## src/rtl/bcd_pkg.sv

```systemverilog
// bcd_pkg: shared BCD types, limits and the load-value clamp helper.
// Used by bcd_digit_cell and bcd_updown_counter.
package bcd_pkg;

  typedef logic [3:0] bcd_digit_t;

  localparam bcd_digit_t BCD_MAX = 4'd9;
  localparam bcd_digit_t BCD_MIN = 4'd0;

  // Non-decimal nibbles (A..F) saturate to 9 so the counter never holds
  // an illegal BCD digit.
  function automatic bcd_digit_t bcd_clamp(input bcd_digit_t v);
    return (v > BCD_MAX) ? BCD_MAX : v;
  endfunction

endpackage

```

## src/rtl/bcd_digit_cell.sv

```systemverilog
// bcd_digit_cell: one BCD decade with clear / optional load / up-down step.
// Optional feature macro: BCD_CNT_LOAD_EN (adds load and d ports).
// Ports:
//   clk, reset_n  clock, async active-low reset
//   step          advance this digit one place this edge
//   up            1 = increment, 0 = decrement
//   clear         sync clear to 0 (highest priority)
//   load, d       sync load of clamped d (macro only)
//   q             digit value
//   at_max/at_min q == 9 / q == 0, feed the carry/borrow chain
import bcd_pkg::*;

module bcd_digit_cell (
  input  logic       clk,
  input  logic       reset_n,
  input  logic       step,
  input  logic       up,
  input  logic       clear,
`ifdef BCD_CNT_LOAD_EN
  input  logic       load,
  input  bcd_digit_t d,
`endif
  output bcd_digit_t q,
  output logic       at_max,
  output logic       at_min
);

  always_ff @(posedge clk or negedge reset_n) begin
    if (!reset_n)
      q <= BCD_MIN;
    else if (clear)
      q <= BCD_MIN;
`ifdef BCD_CNT_LOAD_EN
    else if (load)
      q <= bcd_clamp(d);
`endif
    else if (step) begin
      if (up) q <= (q >= BCD_MAX) ? BCD_MIN : q + 4'd1;
      else    q <= (q == BCD_MIN) ? BCD_MAX : q - 4'd1;
    end
  end

  assign at_max = (q == BCD_MAX);
  assign at_min = (q == BCD_MIN);

endmodule

```

## src/rtl/bcd_updown_counter.sv

```systemverilog
// bcd_updown_counter: DIGITS-decade BCD up/down counter, wrap or saturate.
// Optional feature macro: BCD_CNT_LOAD_EN (adds load / load_val ports).
// Parameters: DIGITS (1..8), WRAP (1 wrap, 0 saturate at terminal).
// Ports:
//   clk, reset_n  clock, async active-low reset
//   enable        count-step qualifier
//   up            1 = increment, 0 = decrement
//   clear         sync clear (beats load and step)
//   load,load_val sync parallel load, digits > 9 clamp to 9 (macro only)
//   count         BCD value, digit 0 in [3:0]
//   done          combinational: enable & count at terminal for current up
import bcd_pkg::*;

module bcd_updown_counter #(
  parameter int DIGITS = 3,
  parameter int WRAP   = 1
) (
  input  logic                clk,
  input  logic                reset_n,
  input  logic                enable,
  input  logic                up,
  input  logic                clear,
`ifdef BCD_CNT_LOAD_EN
  input  logic                load,
  input  logic [4*DIGITS-1:0] load_val,
`endif
  output logic [4*DIGITS-1:0] count,
  output logic                done
);

  logic [DIGITS-1:0][3:0] q;
  logic [DIGITS-1:0]      at_max, at_min, step;
  // run[k]: digits 0..k-1 all sit at the terminal digit for this direction.
  logic [DIGITS:0]        run;
  logic                   term, base_step;

  assign run[0] = 1'b1;

  genvar k;
  generate
    for (k = 0; k < DIGITS; k++) begin : g_dig
      assign run[k+1] = run[k] & (up ? at_max[k] : at_min[k]);
      assign step[k]  = base_step & run[k];

      bcd_digit_cell u_cell (
        .clk     (clk),
        .reset_n (reset_n),
        .step    (step[k]),
        .up      (up),
        .clear   (clear),
`ifdef BCD_CNT_LOAD_EN
        .load    (load),
        .d       (load_val[4*k +: 4]),
`endif
        .q       (q[k]),
        .at_max  (at_max[k]),
        .at_min  (at_min[k])
      );
    end
  endgenerate

  assign term = run[DIGITS];

  // In saturate mode the step is suppressed at terminal so every digit holds.
  // clear/load priority is resolved inside the cell, so step needs no gating.
  assign base_step = enable & ((WRAP != 0) | ~term);

  assign done  = enable & term;
  assign count = q;

endmodule

```

## config.mk

```make
export PLATFORM = sky130hd
export DESIGN_NAME = bcd_updown_counter
export DESIGN_NICKNAME = d
export VERILOG_FILES = /design/src/rtl/bcd_pkg.sv /design/src/rtl/bcd_digit_cell.sv /design/src/rtl/bcd_updown_counter.sv
export SDC_FILE = /design/constraint.sdc
export NUM_CORES = 1
export LEC_CHECK = 0
export BUFFER_PORTS_ARGS = -buffer_cell sky130_fd_sc_hd__buf_4
export CAP_MARGIN = 20
export CORE_AREA = 2 2 83 45
export DETAILED_ROUTE_END_ITERATION = 6
export DIE_AREA = 0 0 85 47
export PLACE_DENSITY = 0.67
export SYNTH_ARGS = -nofsm -noshare
export SYNTH_HDL_FRONTEND = slang
export SYNTH_SLANG_ARGS = --single-unit
```

## constraint.sdc

```tcl
create_clock -name clk -period 2.25 [get_ports clk]
set_input_delay 0.3375 -clock clk [delete_from_list [all_inputs] [get_ports clk]]
set_output_delay 0.3375 -clock clk [all_outputs]
set_load 0.01 [all_outputs]
```

==> metrics.md, run 1 <==
| Metric | Value |
|---|---|
| Run status | complete, no violations |
| Setup TNS | 0 ns |
| XOR/XNOR Fraction of Synth Area | 0 |
| Die X | 85 um |
| Final Skew | 0.00477 ns |
| FFs w/ async S/R, synth | 1.00 |
| Number of vias per cell | 5.75 |
| Mean post-synth cell area | 8.60 sq um |
| CP Buf/Inv Count | 2 |
| Max-cap violation count | 0 |
| Nature of the critical path endpoint | primary output |
| WHS Path Cells | 2 |
| Final HPWL DP | 2340 um |
| Top reg by flops | g_dig.u_cell.q |
| # rows | 15 |
| Top Family by Delay on Critical Path | simple AND/OR/NAND/NOR gates |
| DRT Pass-1 Iters | 4 |
| Die Area | 4000 sq um |
| Num CTS Buffers | 3 |
| Post-synth top area share | 0.239 |
| CTS Root Cell | clkbuf_8 |
| Share of cells above drive strength 1 | 0.261 |
| Port bufs | 17 |
| Complex-gate fraction of the synthesized area | 0.287 |
| Largest regs | g_dig.u_cell.q (12) |
| Final WS setup | 0.106 ns |
| Post-Route WL | 3220 um |
| Critical R2R Launch | g_dig[0].u_cell.q[1]$_DFFE_PN0P_ |
| DR vias | 1168 |
| Critical path type | reg -> out |
| Mapped Nets | 163 |
| # H-tree levels | 1 |
| Largest register FFs | 12 |
| Post-Synth Adder-Cell Area | 0.120 |
| Critical Path Start Type | flip-flop |
| Yosys reg bits | 12 |
| CORE AREA | 3280 sq um |
| Clock buffer depth | 2 |
| EDFF count, synth | 0 |
| Area Growth Syn to Fin | 18.3% |
| Worst-path maximum fanout | 7 |
| Residual DRC count | 0 |
| Final Hold Vio Count | 0 |
| Global-route wire length before repair | 5120 um |
| Fin area | 1490 sq um |
| 1st-iter DRT viols | 87 |
| Sink Count | 12 |
| Syn Std Cell Area | 1250 sq um |
| CP max stage delay | 0.45 ns |
| Reg2reg end | g_dig[1].u_cell.q[0]$_DFFE_PN0P_ |
| Register area share after synthesis | 0.239 |
| Reg-to-reg slack, setup | 0.29 ns |
| Number of global-route vias before repair | 1042 |
| Critical path depth in cells | 6 |
| Nets | 180 |
| Slew Limit Fails | 0 |
| Worst setup startpoint | g_dig[0].u_cell.q[1]$_DFFE_PN0P_ |
| Worst EP required | 1.91 ns |
| Final setup fails | 0 |
| Initial Utilization | 0.382 |
| Mapped Cells | 146 |
| P per Cell Area | 521 nW/um^2 |
| Leak | 0.647 nW |
| Worst min-delay path endpoint | g_dig[0].u_cell.q[1]$_DFFE_PN0P_ |
| Largest cells by area after synthesis | dfrtp_1, ha_1, nor2_1, o21ai_0, nand2b_1 |
| Area of the multi-input gates | 878 sq um |
| Initial antenna violation count | 0 |
| Non-Filler Instances | 203 |
| Placed cell area | 1380 sq um |
| Dpl cells | 195 |
| Layout filler cell count | 311 |
| Top-count cell post-synth | nor2_1 |
| Worst min-delay path startpoint | enable |
| ANT cells | 0 |
| Post-place setup slack | 0.232 ns |
| Clk slew on worst S/H paths | 0.05 ns |
| Max rail drop VDD | 0.266 mV |
| Synth warnings | 0 |
| I/O pin count | 18 |
| Min cycle time layout | 2.14 ns |
| Hold Path Class | in -> reg |
| Post-Synth Simple-Gate Area | 0.259 |
| Pin count of the biggest net entering global routing | 28 |
| Post-synthesis mux area share | 0.0169 |
| Die Ht | 47 um |
| CP max stage cell | dfrtp_2 |
| Most used DFF post-synth | dfrtp_1 |
| Worst-margin pin slew | 0.436 ns |
| Number of nets with antenna violations after routing | 0 |
| Most frequent cells after synthesis | nor2_1, dfrtp_1, ha_1 |
| Final period utilization | 0.953 |
| CP Cell Sequence | inv_1 -> ha_2 -> nor3b_4 -> o221ai_4 -> nor3_2 -> buf_4 |
| Worst rel slew slack | 0.709 |
| Grt ovf | 0 |
| Drt wl/cell | 15.8 um |
| Gp weighted congestion | 0.868 |
| CTS tree | yes |
| Area leader, netlist | dfrtp_1 |
| GRT Overall Usage | 0.166 |
| Register area | 304 sq um |
| Worst EP arrival | 1.81 ns |
| Power Total | 774 uW |
| Distinct cells, synth | 51 |
| Worst r2r path cells | 7 |
| Largest family of logic cells by synthesized area | compound AO/OA/AOI/OAI gates |
| Fmax | 0.466 GHz |
| Worst skew pair latency | 0.24 ns |
## metrics by stage
| stage | utilization | hold WS [ns] |
|---|---|---|
| floorplan | - | 0.0419 |
| global placement | 0.420 | 0.191 |
| detailed placement | 0.420 | 0.193 |
| CTS | 0.438 | 0.354 |
| global route | 0.452 | 0.363 |
| finish | 0.452 | 0.352 |
## routing by layer
| layer | GRT usage | up-vias | part of all wire |
|---|---|---|---|
| met5 | 0 | - | 0 |
| met4 | 0.0222 | 0 | 0.0016 |
| met3 | 0.0633 | 2 | 0.076 |
| met2 | 0.241 | 37 | 0.41 |
| met1 | 0.241 | 554 | 0.51 |
| li1 | - | 575 | - |
## layout make-up
cell class                      count  share of cell area
Clock buffer                        3              0.0278
Inverter                           11              0.0278
Multi-Input combinational cell    113               0.591
Sequential cell                    12               0.205
Tap cell                           42              0.0354
Timing Repair Buffer               22               0.113
## cells in the final DEF, fill, tap and decap left out, types with 2 or more instances in the layout
master	n
a211oi_1	5
a21oi_1	8
a311oi_1	3
a31oi_1	3
and3_1	2
buf_4	21
clkbuf_8	3
dfrtp_1	9
dfrtp_2	3
ha_1	10
ha_2	2
inv_1	8
inv_2	3
nand2_1	5
nand2b_1	7
nand3_1	3
nand4b_1	2
nor2_1	13
nor2b_1	4
nor3b_1	2
o21ai_0	9
o21ai_1	2
o221a_2	2
o31ai_1	2
o32a_1	2
or3b_1	2
## cell families after synthesis
group,after synthesis
buffers and inverters,21
flip-flops,12
AO/OA/AOI/OAI,48
AND/OR/NAND/NOR,51
adder cells (fa/ha/maj),12
multiplexers,2
## how the worst max path moves through the flow
| stage | endpoint | slack, ns |
|---|---|---|
| after floorplan | done | 0.40 |
| after global placement | done | 0.32 |
| after detailed placement | done | 0.23 |
| after CTS | done | 0.007 |
| after global routing | done | -0.02 |
| final | done | 0.11 |
## power breakdown
part           internal (mW)  switching, mW  total, mW
logic                  0.145          0.155      0.300
registers              0.234         0.0440      0.278
clock network          0.118         0.0783      0.196
total                  0.497          0.277      0.774
## timing repair
item / 4_1_cts / 5_1_grt
setup endpoints to repair: 1 / 1
pin swaps: 0 / 1
hold endpoints to repair: 12 / 0
resized for setup: 1 / 8
hold buffers: 1 / 0
buffers inserted: 1 / 3
Note: power is estimated with default switching activity, not from simulation.
==> inputs of run 2 (changes only) <==
--- a/config.mk
+++ b/config.mk
@@ -5,12 +5,13 @@
 export SDC_FILE = /design/constraint.sdc
 export NUM_CORES = 1
 export LEC_CHECK = 0
-export BUFFER_PORTS_ARGS = -buffer_cell sky130_fd_sc_hd__buf_4
 export CAP_MARGIN = 20
 export CORE_AREA = 2 2 83 45
+export CTS_BUF_LIST = sky130_fd_sc_hd__clkbuf_2 sky130_fd_sc_hd__clkbuf_4 sky130_fd_sc_hd__clkbuf_8
 export DETAILED_ROUTE_END_ITERATION = 6
 export DIE_AREA = 0 0 85 47
-export PLACE_DENSITY = 0.67
+export DONT_BUFFER_PORTS = 1
+export PLACE_DENSITY = 0.62
 export SYNTH_ARGS = -nofsm -noshare
 export SYNTH_HDL_FRONTEND = slang
 export SYNTH_SLANG_ARGS = --single-unit
==> run 2 against run 1 <==
Effect of this change:
- via count shrank 4.8%
- clock skew decreased by 0.0042 ns
- highest routed layer is now met3
- largest cell class unchanged
- cell area fell by 8.4%
==> metrics.md, run 2 (synthesized netlist as in run 1, its figures left out) <==
| Metric | Value |
|---|---|
| Clock buffer depth | 2 (unchanged) |
| Placed cell area | 1300 sq um (-5.4%) |
| Top reg by flops | g_dig.u_cell.q |
| CORE AREA | 3280 sq um (unchanged) |
| Fin Hold WS | 0.154 ns (-0.199 ns) |
| P per Cell Area | 541 nW/um^2 (+3.8%) |
| CP max stage delay | 0.37 ns (-0.08 ns) |
| Post-CTS Setup Bufs | 0 (-1) |
| Worst EP required | 1.91 ns (about the same) |
| Die Area | 4000 sq um (unchanged) |
| Sink Count | 12 (unchanged) |
| CTS Root Cell | clkbuf_8 |
| Commonest non-fill, non-tap cell in the layout | nor2_1 |
| Max rail drop VDD | 0.238 mV (-11%) |
| Slew Limit Fails | 0 (unchanged) |
| Residual DRC count | 0 (unchanged) |
| Post-Route WL | 3150 um (-1.9%) |
| GRT Overall Usage | 0.171 (+0.00443) |
| Final Hold Vio Count | 0 (unchanged) |
| Die Ht | 47 um (unchanged) |
| Initial antenna violation count | 0 (unchanged) |
| Setup TNS | 0 ns (unchanged) |
| Num CTS Buffers | 3 (unchanged) |
| CP Cell Sequence | inv_1 -> ha_1 -> nor4b_4 -> o221ai_2 -> nor3_2 |
| RSZ-0062 raised after global routing | no |
| Port bufs | 0 (-17) |
| ANT cells | 0 (unchanged) |
| CP Buf/Inv Count | 1 (-1) |
| Critical Path Start Type | flip-flop |
| Nets | 166 (-7.8%) |
| Reg-to-reg slack, setup | 0.45 ns (+0.16 ns) |
| Largest register FFs | 12 (unchanged) |
| Number of vias per cell | 5.88 (+2.3%) |
| Leak | 0.577 nW (-11%) |
| Worst-margin pin slew | 0.594 ns (+0.157 ns) |
| CP max stage cell | dfrtp_1 |
| Global-route wire length before repair | 5220 um (+2.0%) |
| Number of nets with antenna violations after routing | 0 (unchanged) |
| Run status | complete, no violations |
| Area Growth Syn to Fin | 8.37% |
| Grt ovf | 0 (unchanged) |
| Gp weighted congestion | 0.874 (+0.66%) |
| Worst skew pair latency | 0.24 ns (about the same) |
| Final HPWL DP | 2360 um (+1.0%) |
| Worst rel slew slack | 0.603 (-0.106) |
| Critical path depth in cells | 5 (-1) |
| Die X | 85 um (unchanged) |
| I/O pin count | 18 (unchanged) |
| 1st-iter DRT viols | 79 (-9.2%) |
| DRT Pass-1 Iters | 4 (unchanged) |
| WHS Path Cells | 1 (-1) |
| Min cycle time layout | 2.07 ns (-0.0696 ns) |
| Drt wl/cell | 16.7 um (+5.3%) |
| Hold Path Class | in -> reg |
| CTS tree | yes |
| Fin area | 1360 sq um (-8.4%) |
| Pin count of the biggest net entering global routing | 28 (unchanged) |
| Final Skew | 0.000589 ns (-0.00418 ns) |
| # rows | 15 (unchanged) |
| Clk slew on worst S/H paths | 0.05 ns (about the same) |
| Number of global-route vias before repair | 1000 (-4.0%) |
| Final period utilization | 0.922 (-0.0309) |
| Nature of the critical path endpoint | primary output |
| Critical path type | reg -> out |
| Share of cells above drive strength 1 | 0.143 (-0.118) |
| Worst EP arrival | 1.74 ns (-0.07 ns) |
| Top Family by Delay on Critical Path | simple AND/OR/NAND/NOR gates |
| Final setup fails | 0 (unchanged) |
| Worst-path maximum fanout | 5 (-2) |
| DR vias | 1112 (-4.8%) |
| # H-tree levels | 1 (unchanged) |
| Largest regs | g_dig.u_cell.q (12) |
| Commonest non-fill, non-tap cells in the layout | nor2_1, ha_1, dfrtp_1 |
| Worst r2r path cells | 6 (-1) |
| Fmax | 0.482 GHz (+3.4%) |
| Max-cap violation count | 0 (unchanged) |
| Initial Utilization | 0.382 (unchanged) |
| Finished Core Util | 0.414 (-0.0381) |
run 2: cell count changes in the layout (fill, tap and decap cells not counted):
cell      delta
buf_4       -14
dfrtp_1      +3
dfrtp_2      -3
ha_1         +2
ha_2         -2
inv_1        +2
inv_2        -2
o221ai_2     +1
o221ai_4     -1
run 2: per-layer routing:
layer  vias up  GRT usage  share of wire
li1        546          -              -
met1       520      0.272           0.51
met2        46      0.223           0.39
met3         0     0.0580           0.10
met4         0    0.00952              0
met5         -          0              0
run 2: path summary, 6_finish.rpt:
| kind | start | end |
|---|---|---|
| min in group asynchronous | reset_n | g_dig[0].u_cell.q[3]$_DFFE_PN0P_ |
| min | clear | g_dig[0].u_cell.q[3]$_DFFE_PN0P_ |
| max | g_dig[1].u_cell.q[1]$_DFFE_PN0P_ | done |
| max reg2reg | g_dig[2].u_cell.q[0]$_DFFE_PN0P_ | g_dig[2].u_cell.q[0]$_DFFE_PN0P_ |
| max in group asynchronous | reset_n | g_dig[2].u_cell.q[2]$_DFFE_PN0P_ |
| min reg2reg | g_dig[1].u_cell.q[0]$_DFFE_PN0P_ | g_dig[1].u_cell.q[0]$_DFFE_PN0P_ |
run 2: repair_timing:
action,in CTS,in global routing
setup endpoints to repair,0,1
resized for setup,0,1
hold buffers,1,0
endpoints found under the hold margin,12,0
run 2: where the power goes:
part           internal (mW)  switching, mW  total, mW
logic                  0.124          0.153      0.276
registers              0.233         0.0246      0.257
clock network          0.118         0.0836      0.202
run 2: per-stage QoR:
step | setup WS (ns) | std cells | total power, mW
floorplan | 0.396 | 146 | 0.476
global placement | 0.412 | 185 | 0.520
detailed placement | 0.362 | 185 | 0.525
CTS | 0.0946 | 189 | 0.739
global route | 0.0182 | 189 | 0.785
finish | 0.176 | 189 | 0.736
run 2: final cells by class:
cell class,instances,area [sq um]
flip-flops and latches,12,300
fillers,330,1920
well taps,42,52.6
inverters,11,41.3
clock buffers,3,41.3
multi-input cells,113,862
repair buffers,8,62.6
==> inputs of run 3 (changes only) <==
--- a/config.mk
+++ b/config.mk
@@ -6,12 +6,13 @@
 export NUM_CORES = 1
 export LEC_CHECK = 0
 export CAP_MARGIN = 20
-export CORE_AREA = 2 2 83 45
+export CORE_AREA = 2 2 47 49
 export CTS_BUF_LIST = sky130_fd_sc_hd__clkbuf_2 sky130_fd_sc_hd__clkbuf_4 sky130_fd_sc_hd__clkbuf_8
 export DETAILED_ROUTE_END_ITERATION = 6
-export DIE_AREA = 0 0 85 47
+export DIE_AREA = 0 0 49 51
 export DONT_BUFFER_PORTS = 1
-export PLACE_DENSITY = 0.62
+export PLACE_DENSITY = 0.88
+export REMOVE_ABC_BUFFERS = 1
 export SYNTH_ARGS = -nofsm -noshare
 export SYNTH_HDL_FRONTEND = slang
 export SYNTH_SLANG_ARGS = --single-unit
==> run 3 against run 2 <==
Effect of this change:
- setup slack worse by 0.12 ns
- clock skew about the same
- sequential share of layout area up 0.69 points
- largest power group is now registers
- highest routed layer is now met4
==> metrics.md, run 3 (synthesized netlist as in run 1, its figures left out) <==
| Metric | Value |
|---|---|
| Pin count of the biggest net entering global routing | 28 (unchanged) |
| Worst min-delay path startpoint | clear |
| # rows | 17 (+2) |
| Worst-path maximum fanout | 6 (+1) |
| Area Growth Syn to Fin | 6.38% |
| Critical R2R Launch | g_dig[0].u_cell.q[1]$_DFFE_PN0P_ |
| P per Cell Area | 509 nW/um^2 (-5.9%) |
| Worst EP required | 1.91 ns (about the same) |
| # H-tree levels | 1 (unchanged) |
| Slew Limit Fails | 0 (unchanged) |
| Number of nets with antenna violations after routing | 0 (unchanged) |
| Hold Path Class | in -> reg |
| CTS tree | yes |
| Clk slew on worst S/H paths | 0.08 ns (+0.03 ns) |
| Final Hold Vio Count | 0 (unchanged) |
| Final setup fails | 0 (unchanged) |
| Gp weighted congestion | 0.844 (-3.5%) |
| I/O pin count | 18 (unchanged) |
| Commonest non-fill, non-tap cells in the layout | nor2_1, inv_1, ha_1 |
| Largest register FFs | 12 (unchanged) |
| 1st-iter DRT viols | 30 (-62%) |
| CORE AREA | 2060 sq um (-37%) |
| GRT Overall Usage | 0.265 (+0.0944) |
| Grt ovf | 0 (unchanged) |
| Die Ht | 51 um (+8.5%) |
| Final Skew | 0.000469 ns (-0.000120 ns) |
| Drt wl/cell | 18.1 um (+8.6%) |
| Max rail drop VDD | 0.551 mV (+130%) |
| Number of global-route vias before repair | 1079 (+7.9%) |
| Worst EP arrival | 1.86 ns (+0.12 ns) |
| Residual DRC count | 0 (unchanged) |
| DR vias | 1176 (+5.8%) |
| Die X | 49 um (-42%) |
| Final HPWL DP | 2070 um (-12%) |
| Leak | 0.556 nW (-3.6%) |
| Worst r2r path cells | 8 (+2) |
| Global-route wire length before repair | 5090 um (-2.5%) |
| Worst setup startpoint | g_dig[1].u_cell.q[1]$_DFFE_PN0P_ |
| Largest regs | g_dig.u_cell.q (12) |
| Nets | 164 (-1.2%) |
| Run status | complete, no violations |
| Port bufs | 0 (unchanged) |
| Placed cell area | 1250 sq um (-4.2%) |
| Fin Hold WS | 0.113 ns (-0.0405 ns) |
| WHS Path Cells | 1 (unchanged) |
| Commonest non-fill, non-tap cell in the layout | nor2_1 |
| Number of vias per cell | 6.80 (+16%) |
| Initial Utilization | 0.608 (+0.226) |
| Num CTS Buffers | 3 (unchanged) |
| DRT Pass-1 Iters | 4 (unchanged) |
| Fin area | 1340 sq um (-1.8%) |
| Nature of the critical path endpoint | primary output |
| Initial antenna violation count | 0 (unchanged) |
| Fmax | 0.455 GHz (-5.6%) |
| Power Total | 680 uW (-7.6%) |
| Share of cells above drive strength 1 | 0.166 (+0.0227) |
| Die Area | 2500 sq um (-37%) |
| Worst skew pair latency | 0.28 ns (+0.04 ns) |
| Critical path type | reg -> out |
| Sink Count | 12 (unchanged) |
| Post-Route WL | 3140 um (-0.57%) |
| CTS Root Cell | clkbuf_4 |
| Top reg by flops | g_dig.u_cell.q |
| Worst rel slew slack | 0.606 (+0.00268) |
| Worst-margin pin slew | 0.590 ns (-0.00400 ns) |
| Min cycle time layout | 2.20 ns (+0.122 ns) |
| ANT cells | 0 (unchanged) |
| Critical Path Start Type | flip-flop |
| Clock buffer depth | 2 (unchanged) |
| Max-cap violation count | 0 (unchanged) |
| Final period utilization | 0.976 (+0.0543) |
==> run 3: final timing paths <==
path	end	slack, ns
worst max-delay path	done	0.05
worst min-delay path	g_dig[0].u_cell.q[3]$_DFFE_PN0P_	0.11
worst max register to register	g_dig[1].u_cell.q[0]$_DFFE_PN0P_	0.16
worst min register to register	g_dig[1].u_cell.q[1]$_DFFE_PN0P_	0.69
max in group asynchronous	g_dig[2].u_cell.q[0]$_DFFE_PN0P_	1.34
min in group asynchronous	g_dig[0].u_cell.q[0]$_DFFE_PN0P_	0.50
==> run 3: report_power, final <==
group	internal (mW)	total, mW	switching [mW]
combinational	0.125	0.264	0.139
clock	0.0621	0.139	0.0774
sequential	0.233	0.277	0.0438
==> run 3: what timing repair did <==
item / in CTS / in global routing
cloned: 0 / 0
setup endpoints to repair: 1 / 1
hold endpoints to repair: 12 / 0
gates resized for setup: 1 / 7
pin swaps: 1 / 2
setup buffers: 0 / 3
hold buffers: 1 / 0
==> run 3: final cells by class <==
cell class,count,area (sq um)
tap,28,35.0
clock buffer,3,22.5
fill,154,728
multi-input combinational,113,885
inverter,11,41.3
sequential,12,304
timing repair buffer,6,47.5
==> run 3: through the flow <==
step	TNS (ns)	util	setup slack (ns)	instances
3_5_place_dp	0	0.605	0.213	166
2_1_floorplan	0	-	0.396	136
3_3_place_gp	0	0.605	0.306	166
5_1_grt	-0.0222	0.647	-0.0222	173
6_report	0	0.647	0.0535	173
4_1_cts	0	0.623	0.0412	170
==> run 3: critical path, cell delays in order, from the launching register on <==
cell      delay, ns
dfrtp_2        0.46
inv_1          0.15
ha_2           0.23
nor4b_4        0.30
o221ai_4       0.20
nor3_4         0.24
==> run 3: routing by layer <==
metal / track usage / wire length [um] / vias to the layer above
li1: - / - / 546
met1: 0.325 / 1240 / 559
met2: 0.441 / 1600 / 59
met3: 0.0556 / 183 / 12
met4: 0.138 / 107 / 0
met5: 0 / 0 / -
